<file path="src/rtl/ts_loss_monitor.sv">
// ts_loss_monitor: N-channel MPEG2-TS ingest monitor.
// Per channel: 0x47 sync acquisition/tracking, single-PID filter,
// continuity-counter check, saturating packet/loss counters, all readable
// through a small registered memory-mapped interface (channel c at 16*c).
// Optional build macro TS_TEI_DROP_EN: matching packets flagged with TEI=1
// are excluded from the CC check and counted in STATUS[23:16].
module ts_loss_monitor #(
    parameter int NUM_CH   = 4,
    parameter int PKT_LEN  = 188,
    parameter int CNT_W    = 16,
    parameter int MISS_MAX = 3
) (
    input  logic                clk,
    input  logic                rst,
    input  logic [NUM_CH-1:0]   ts_valid,
    input  logic [8*NUM_CH-1:0] ts_data,
    input  logic                mm_write_en,
    input  logic                mm_read_en,
    input  logic [7:0]          mm_addr,
    input  logic [31:0]         mm_wdata,
    output logic [31:0]         mm_rdata,
    output logic [NUM_CH-1:0]   lock,
    output logic [NUM_CH-1:0]   loss_pulse
);

    localparam int BCNT_W = $clog2(PKT_LEN);
    localparam int MISS_W = $clog2(MISS_MAX + 1);
    localparam logic [BCNT_W-1:0] BCNT_LAST = BCNT_W'(PKT_LEN - 1);
    localparam logic [MISS_W-1:0] MISS_LAST = MISS_W'(MISS_MAX - 1);
    localparam logic [7:0]        SYNC      = 8'h47;

    typedef enum logic [1:0] {
        HUNT   = 2'd0,
        VERIFY = 2'd1,
        LOCK   = 2'd2
    } state_t;

    state_t              state_q   [NUM_CH];
    state_t              state_d   [NUM_CH];
    logic [BCNT_W-1:0]   bcnt_q    [NUM_CH];
    logic [BCNT_W-1:0]   bcnt_d    [NUM_CH];
    logic [MISS_W-1:0]   miss_q    [NUM_CH];
    logic [MISS_W-1:0]   miss_d    [NUM_CH];
    logic                en_q      [NUM_CH];
    logic                en_d      [NUM_CH];
    logic [12:0]         pid_q     [NUM_CH];
    logic [12:0]         pid_d     [NUM_CH];
    logic [CNT_W-1:0]    pkt_q     [NUM_CH];
    logic [CNT_W-1:0]    pkt_d     [NUM_CH];
    logic [CNT_W-1:0]    loss_q    [NUM_CH];
    logic [CNT_W-1:0]    loss_d    [NUM_CH];
    logic [7:0]          serr_q    [NUM_CH];
    logic [7:0]          serr_d    [NUM_CH];
    logic [3:0]          last_cc_q [NUM_CH];
    logic [3:0]          last_cc_d [NUM_CH];
    logic                first_q   [NUM_CH];
    logic                first_d   [NUM_CH];
    logic [4:0]          pid_hi_q  [NUM_CH];
    logic [4:0]          pid_hi_d  [NUM_CH];
    logic [7:0]          pid_lo_q  [NUM_CH];
    logic [7:0]          pid_lo_d  [NUM_CH];
`ifdef TS_TEI_DROP_EN
    logic                tei_q     [NUM_CH];
    logic                tei_d     [NUM_CH];
    logic [7:0]          tei_cnt_q [NUM_CH];
    logic [7:0]          tei_cnt_d [NUM_CH];
`endif
    logic [NUM_CH-1:0]   lock_q, lock_d;
    logic [NUM_CH-1:0]   pulse_q, pulse_d;
    logic [31:0]         rdata_q, rdata_d;

    logic [3:0]          addr_ch;
    logic [1:0]          addr_reg;
    logic                addr_hit;
    logic                unused_wdata;

    // Channel base is addr[7:4]; registers sit at offsets 0x0/0x4/0x8/0xC.
    assign addr_ch      = mm_addr[7:4];
    assign addr_reg     = mm_addr[3:2];
    assign addr_hit     = (mm_addr[1:0] == 2'b00) && (int'(addr_ch) < NUM_CH);
    assign unused_wdata = ^mm_wdata[31:14];

    function automatic logic [CNT_W-1:0] sat_add(input logic [CNT_W-1:0] a,
                                                 input logic [3:0]       b);
        logic [CNT_W:0] s;
        s = {1'b0, a} + (CNT_W + 1)'(b);
        return s[CNT_W] ? {CNT_W{1'b1}} : s[CNT_W-1:0];
    endfunction

    function automatic logic [7:0] sat_inc8(input logic [7:0] a);
        return (a == 8'hFF) ? a : a + 8'd1;
    endfunction

    // Per-channel sync tracking, header capture, CC check and register writes.
    always_comb begin
        logic [7:0]        b;
        logic [BCNT_W-1:0] bnext;
        logic [3:0]        diff;
        logic              wr_sel;
        logic              check;
        for (int c = 0; c < NUM_CH; c++) begin
            b      = ts_data[8*c +: 8];
            bnext  = (bcnt_q[c] == BCNT_LAST) ? '0 : bcnt_q[c] + 1'b1;
            diff   = b[3:0] - last_cc_q[c];
            wr_sel = mm_write_en && addr_hit && (int'(addr_ch) == c);
            check  = 1'b1;

            state_d[c]   = state_q[c];
            bcnt_d[c]    = bcnt_q[c];
            miss_d[c]    = miss_q[c];
            en_d[c]      = en_q[c];
            pid_d[c]     = pid_q[c];
            pkt_d[c]     = pkt_q[c];
            loss_d[c]    = loss_q[c];
            serr_d[c]    = serr_q[c];
            last_cc_d[c] = last_cc_q[c];
            first_d[c]   = first_q[c];
            pid_hi_d[c]  = pid_hi_q[c];
            pid_lo_d[c]  = pid_lo_q[c];
`ifdef TS_TEI_DROP_EN
            tei_d[c]     = tei_q[c];
            tei_cnt_d[c] = tei_cnt_q[c];
`endif
            pulse_d[c]   = 1'b0;

            if (ts_valid[c]) begin
                bcnt_d[c] = bnext;
                case (state_q[c])
                    HUNT: begin
                        if (b == SYNC) begin
                            state_d[c] = VERIFY;
                            bcnt_d[c]  = BCNT_W'(1);
                        end else begin
                            bcnt_d[c]  = '0;
                        end
                    end
                    VERIFY: begin
                        if (bcnt_q[c] == '0) begin
                            if (b == SYNC) begin
                                state_d[c] = LOCK;
                                miss_d[c]  = '0;
                                first_d[c] = 1'b1;
                            end else begin
                                state_d[c] = HUNT;
                                bcnt_d[c]  = '0;
                            end
                        end
                    end
                    LOCK: begin
                        if (bcnt_q[c] == '0) begin
                            if (b == SYNC) begin
                                miss_d[c] = '0;
                            end else if (miss_q[c] == MISS_LAST) begin
                                state_d[c] = HUNT;
                                bcnt_d[c]  = '0;
                                miss_d[c]  = '0;
                                serr_d[c]  = sat_inc8(serr_q[c]);
                            end else begin
                                miss_d[c] = miss_q[c] + 1'b1;
                            end
                        end
                        if (bcnt_q[c] == BCNT_W'(1)) begin
                            pid_hi_d[c] = b[4:0];
`ifdef TS_TEI_DROP_EN
                            tei_d[c]    = b[7];
`endif
                        end
                        if (bcnt_q[c] == BCNT_W'(2)) begin
                            pid_lo_d[c] = b;
                        end
                        // Byte 3 completes the header: filter, count, CC check.
                        if (bcnt_q[c] == BCNT_W'(3) && en_q[c] &&
                            {pid_hi_q[c], pid_lo_q[c]} == pid_q[c]) begin
                            pkt_d[c] = sat_add(pkt_q[c], 4'd1);
                            if (b[4]) begin
`ifdef TS_TEI_DROP_EN
                                if (tei_q[c]) begin
                                    check        = 1'b0;
                                    tei_cnt_d[c] = sat_inc8(tei_cnt_q[c]);
                                end
`endif
                                if (check) begin
                                    if (first_q[c]) begin
                                        first_d[c] = 1'b0;
                                    end else if (diff > 4'd1) begin
                                        loss_d[c]  = sat_add(loss_q[c], diff - 4'd1);
                                        pulse_d[c] = 1'b1;
                                    end
                                    last_cc_d[c] = b[3:0];
                                end
                            end
                        end
                    end
                    default: begin
                        state_d[c] = HUNT;
                        bcnt_d[c]  = '0;
                    end
                endcase
            end

            // Register writes come last so a clear beats a same-cycle increment.
            if (wr_sel) begin
                case (addr_reg)
                    2'd0: begin
                        en_d[c]    = mm_wdata[13];
                        pid_d[c]   = mm_wdata[12:0];
                        first_d[c] = 1'b1;
                    end
                    2'd1: pkt_d[c]  = '0;
                    2'd2: loss_d[c] = '0;
                    default: begin
                        serr_d[c] = '0;
`ifdef TS_TEI_DROP_EN
                        tei_cnt_d[c] = '0;
`endif
                    end
                endcase
            end

            lock_d[c] = (state_d[c] == LOCK);
        end
    end

    // Read mux: capture the addressed register only when a read is strobed.
    always_comb begin
        rdata_d = rdata_q;
        if (mm_read_en) begin
            rdata_d = '0;
            for (int c = 0; c < NUM_CH; c++) begin
                if (addr_hit && int'(addr_ch) == c) begin
                    case (addr_reg)
                        2'd0:    rdata_d = {18'd0, en_q[c], pid_q[c]};
                        2'd1:    rdata_d = 32'(pkt_q[c]);
                        2'd2:    rdata_d = 32'(loss_q[c]);
`ifdef TS_TEI_DROP_EN
                        default: rdata_d = {8'd0, tei_cnt_q[c], serr_q[c], 5'd0,
                                            state_q[c], lock_q[c]};
`else
                        default: rdata_d = {8'd0, 8'd0, serr_q[c], 5'd0,
                                            state_q[c], lock_q[c]};
`endif
                    endcase
                end
            end
        end
    end

    // State registers with synchronous reset.
    always_ff @(posedge clk) begin
        if (rst) begin
            for (int c = 0; c < NUM_CH; c++) begin
                state_q[c]   <= HUNT;
                bcnt_q[c]    <= '0;
                miss_q[c]    <= '0;
                en_q[c]      <= 1'b0;
                pid_q[c]     <= 13'h1FFF;
                pkt_q[c]     <= '0;
                loss_q[c]    <= '0;
                serr_q[c]    <= '0;
                last_cc_q[c] <= '0;
                first_q[c]   <= 1'b1;
                pid_hi_q[c]  <= '0;
                pid_lo_q[c]  <= '0;
`ifdef TS_TEI_DROP_EN
                tei_q[c]     <= 1'b0;
                tei_cnt_q[c] <= '0;
`endif
            end
            lock_q  <= '0;
            pulse_q <= '0;
            rdata_q <= '0;
        end else begin
            for (int c = 0; c < NUM_CH; c++) begin
                state_q[c]   <= state_d[c];
                bcnt_q[c]    <= bcnt_d[c];
                miss_q[c]    <= miss_d[c];
                en_q[c]      <= en_d[c];
                pid_q[c]     <= pid_d[c];
                pkt_q[c]     <= pkt_d[c];
                loss_q[c]    <= loss_d[c];
                serr_q[c]    <= serr_d[c];
                last_cc_q[c] <= last_cc_d[c];
                first_q[c]   <= first_d[c];
                pid_hi_q[c]  <= pid_hi_d[c];
                pid_lo_q[c]  <= pid_lo_d[c];
`ifdef TS_TEI_DROP_EN
                tei_q[c]     <= tei_d[c];
                tei_cnt_q[c] <= tei_cnt_d[c];
`endif
            end
            lock_q  <= lock_d;
            pulse_q <= pulse_d;
            rdata_q <= rdata_d;
        end
    end

    assign mm_rdata   = rdata_q;
    assign lock       = lock_q;
    assign loss_pulse = pulse_q;

endmodule

</file>
<file path="config.mk">
export PLATFORM = sky130hd
export DESIGN_NAME = ts_loss_monitor
export DESIGN_NICKNAME = d
export VERILOG_FILES = /design/src/rtl/ts_loss_monitor.sv
export SDC_FILE = /design/constraint.sdc
export NUM_CORES = 1
export LEC_CHECK = 0
export ABC_AREA = 1
export BUFFER_PORTS_ARGS = -buffer_cell sky130_fd_sc_hd__buf_4
export CAP_MARGIN = 20
export CORE_ASPECT_RATIO = 1.75
export CORE_MARGIN = 2
export CORE_UTILIZATION = 67
export CTS_CLUSTER_SIZE = 16
export DETAILED_ROUTE_END_ITERATION = 8
export PLACE_DENSITY = 0.83
export SYNTH_ARGS = -nofsm -noshare
export SYNTH_HDL_FRONTEND = slang
export SYNTH_SLANG_ARGS = --single-unit
</file>
<file path="constraint.sdc">
create_clock -name clk -period 4.1 [get_ports clk]
set_input_delay 0.41 -clock clk [delete_from_list [all_inputs] [get_ports clk]]
set_output_delay 0.41 -clock clk [all_outputs]
set_load 0.1 [all_outputs]
</file>
==> flow_metrics.py <==
metrics = {
    "route": {
        "vias": 24900,
        "drc": 0,
        "finalWirelength_um": 76200,
        "viasPerCell": 6.01,
        "wl_per_cell_um": 18.4,
        "drtPass1Iterations": 9,
        "antenna_left": 0,
        "drtIter0Drc": 2676,
    },
    "clocking": {
        "root_buffer": "clkbuf_16",
        "insertion_delay_ps": 540,
        "ctsHoldBuffers": 0,
        "post-cts-setup-buffers": 0,
        "cts_tree": "yes",
        "numCtsBuffers": 36,
        "clockBufferDepth": 3,
        "htreeDepth": 2,
        "clk_pin_slew_worst_paths_ps": 70,
        "cts_resized": 0,
        "cts_num_sinks": 360,
    },
    "timing": {
        "skew_ps": 8.99,
        "min_period_over_period_pct": 81.6,
        "hold_viol_final": 0,
        "rsz0062_at_grt": "no",
        "worst_pin_slew_ps": 1060,
        "finalWorstSetupSlack_ps": 753,
        "setup_violations": 0,
        "max_freq_mhz": 299,
        "slew_headroom_pct": 29.2,
        "post-route-min-period_ps": 3350,
        "hold_ws_ps": 173,
        "slew_viol_final": 0,
        "tns_ps": 0,
    },
    "power": {
        "p_leak_uw": 0.0109,
        "ir_drop_mv": 0.322,
        "powerDensity_nw_per_um2": 303,
    },
    "finish": {
        "layout_commonest_cell": "nand2_1",
        "area_growth_pct": 8.90,
        "nFillCells": 2852,
        "multi_input_area_um2": 13300,
        "drive_above_1_share_pct": 6.59,
        "nets": 3826,
        "regArea_um2": 7210,
        "mostFrequentLayoutCells": "nand2_1 (934), inv_1 (529), nor2_1 (373)",
        "stdcell_area_um2": 25000,
    },
    "flow_run": {
        "cap_viol_max_count": 0,
    },
    "logic_synthesis": {
        "yosys_warnings": 0,
        "synth-main-ff-cell": "dfxtp_1",
        "syn-cell-area_um2": 23000,
        "ys_seq_area_share_pct": 31.3,
        "synth-async-reset-ratio_pct": 0,
        "synth_cell_types": 54,
        "synthCells": 3621,
        "ys_seq_elements": 360,
        "synth.avg_cell_area_um2": 6.35,
        "synth_edf_count": 0,
    },
    "hold_path": {
        "min_from": "ts_data[0]",
        "holdPathStages": 3,
        "hp-class": "input port to flip-flop",
    },
    "placed_design": {
        "gp_congestion": 0.986,
        "io_buffers": 85,
        "pre_cts_ws_ps": 556,
        "placed_cell_area_um2": 23900,
        "dp_hpwl_um": 56400,
    },
    "grt": {
        "grt_use_met2_pct": 69.9,
        "globalRouteMet1Util_pct": 47.3,
        "grt_max_degree": 72,
        "grt.met3_usage_pct": 6.07,
        "grt_util_all_layers_pct": 41.9,
        "antenna_found_initial": 1,
        "grt_pass1_vias": 23900,
        "grt-ovfl-total": 0,
        "busiest_layer": "met2",
        "grt_pass1_wl_um": 119000,
    },
    "critical_path": {
        "start_kind": "flip-flop",
        "critPathLaunch": "last_cc_q[0][0]$_SDFFE_PP0P_",
        "slowest_stage": "fa_1",
        "endpoint_kind": "flip-flop",
        "cp_data_arrival_time_ps": 3830,
        "cp.required_ps": 4590,
        "cp_top_family": "simple AND/OR/NAND/NOR gates",
        "critPathMaxStageDelay_ps": 390,
        "cp_cell_sequence": "ha_1, fa_1, xnor2_1, nor2_1, xor2_1, inv_1, ha_1, nand3_1, nand2_1, nand3b_1, nor2_1, nand2_1, inv_1, nand3_1, nand3_1, nand2_1, inv_1",
        "cp_max_fo": 5,
        "cp_num_buf_inv": 3,
        "r2r-start": "last_cc_q[0][0]$_SDFFE_PP0P_",
        "reg2reg_depth": 17,
        "path_depth": 17,
        "critPathKind": "flip-flop to flip-flop",
    },
    "die": {
        "die-area_um2": 35900,
        "coreArea_um2": 33700,
        "fp.dieH_um": 249,
        "start_util_pct": 68.1,
        "rows": 89,
        "io_pins": 120,
        "die-width_um": 144,
    },
    "status": {
        "status": "completed",
    },
}
==> cell families after synthesis <==
logic type	Yosys count	share of synthesized area (%)
simple gates	1800	34.0
compound gates	660	16.3
buf+inv	657	11.2
flops	360	31.3
fa+ha+maj	84	4.83
xor+xnor	59	2.25
other cells	1	0.0163
==> flip-flops by register name, summed over array words and instances, names as in the netlist, 8 cells and up <==
| signal | flops |
|---|---|
| pid_lo_q | 32 |
| pid_q | 52 |
| miss_q | 8 |
| state_q | 8 |
| last_cc_q | 16 |
| loss_q | 64 |
| pid_hi_q | 20 |
| serr_q | 32 |
| pkt_q | 64 |
| bcnt_q | 32 |
| mm_rdata | 16 |
==> routing by layer <==
metal,share of wire (%),vias up
met5,0.012,-
met3,8.7,403
met4,9.2,2
met1,35,11300
li1,-,11900
met2,47,1320
==> area by class of cell <==
| class | count | area share [%] |
|---|---|---|
| Antenna cell | 1 | 0.00999 |
| Clock buffer | 49 | 4.00 |
| Clock inverter | 13 | 0.705 |
| Inverter | 545 | 8.18 |
| Multi-Input combinational cell | 2619 | 53.0 |
| Sequential cell | 360 | 28.8 |
| Tap cell | 455 | 2.27 |
| Timing Repair Buffer | 100 | 3.10 |
==> final timing paths <==
kind | end | slack [ps]
worst min-delay path | pid_lo_q[0][0]$_SDFFE_PP0P_ | 170
worst max-delay path | loss_q[0][15]$_SDFF_PP0_ | 750
worst max register to register | loss_q[0][15]$_SDFF_PP0_ | 750
worst min register to register | last_cc_q[3][2]$_SDFFE_PP0P_ | 460
==> power by group <==
part           internal (uW)  switching [uW]  leakage (uW)
registers               3510            14.2       0.00290
clock network           1970            1490      0.000569
logic                    152             461       0.00739
==> metrics by stage <==
stage / util [%] / power, uW / cells
final: 74.2 / 7590 / 4142
after global routing: 74.2 / 7770 / 4141
after CTS: 74.2 / 7570 / 4141
after detailed placement: 70.7 / 4190 / 4079
after global placement: 70.7 / 4180 / 4077
after floorplan: - / 3990 / 3636
==> Yosys cell counts (26+ instances only) <==
master,n,area (um^2)
buf_2,27,135
a21oi_1,236,1180
nor3_1,75,375
nor2_1,374,1400
ha_1,76,951
nor2_2,26,163
nand2_1,935,3510
o22ai_1,40,250
inv_1,530,1990
clkbuf_1,61,229
nand4_1,87,544
o211ai_1,69,518
o21ai_0,232,1160
nand3_1,221,1110
xor2_1,45,394
dfxtp_1,360,7210
==> worst reg2reg max path, delay by kind of cell (launching register included) <==
family	cells	cell delay, ps
and+or+nand+nor	9	1160
buffers and inverters	3	320
xor gates and xnor gates	2	540
adders and majority gates	3	970
DFF	1	320
Note: power is estimated with default switching activity, not from simulation.
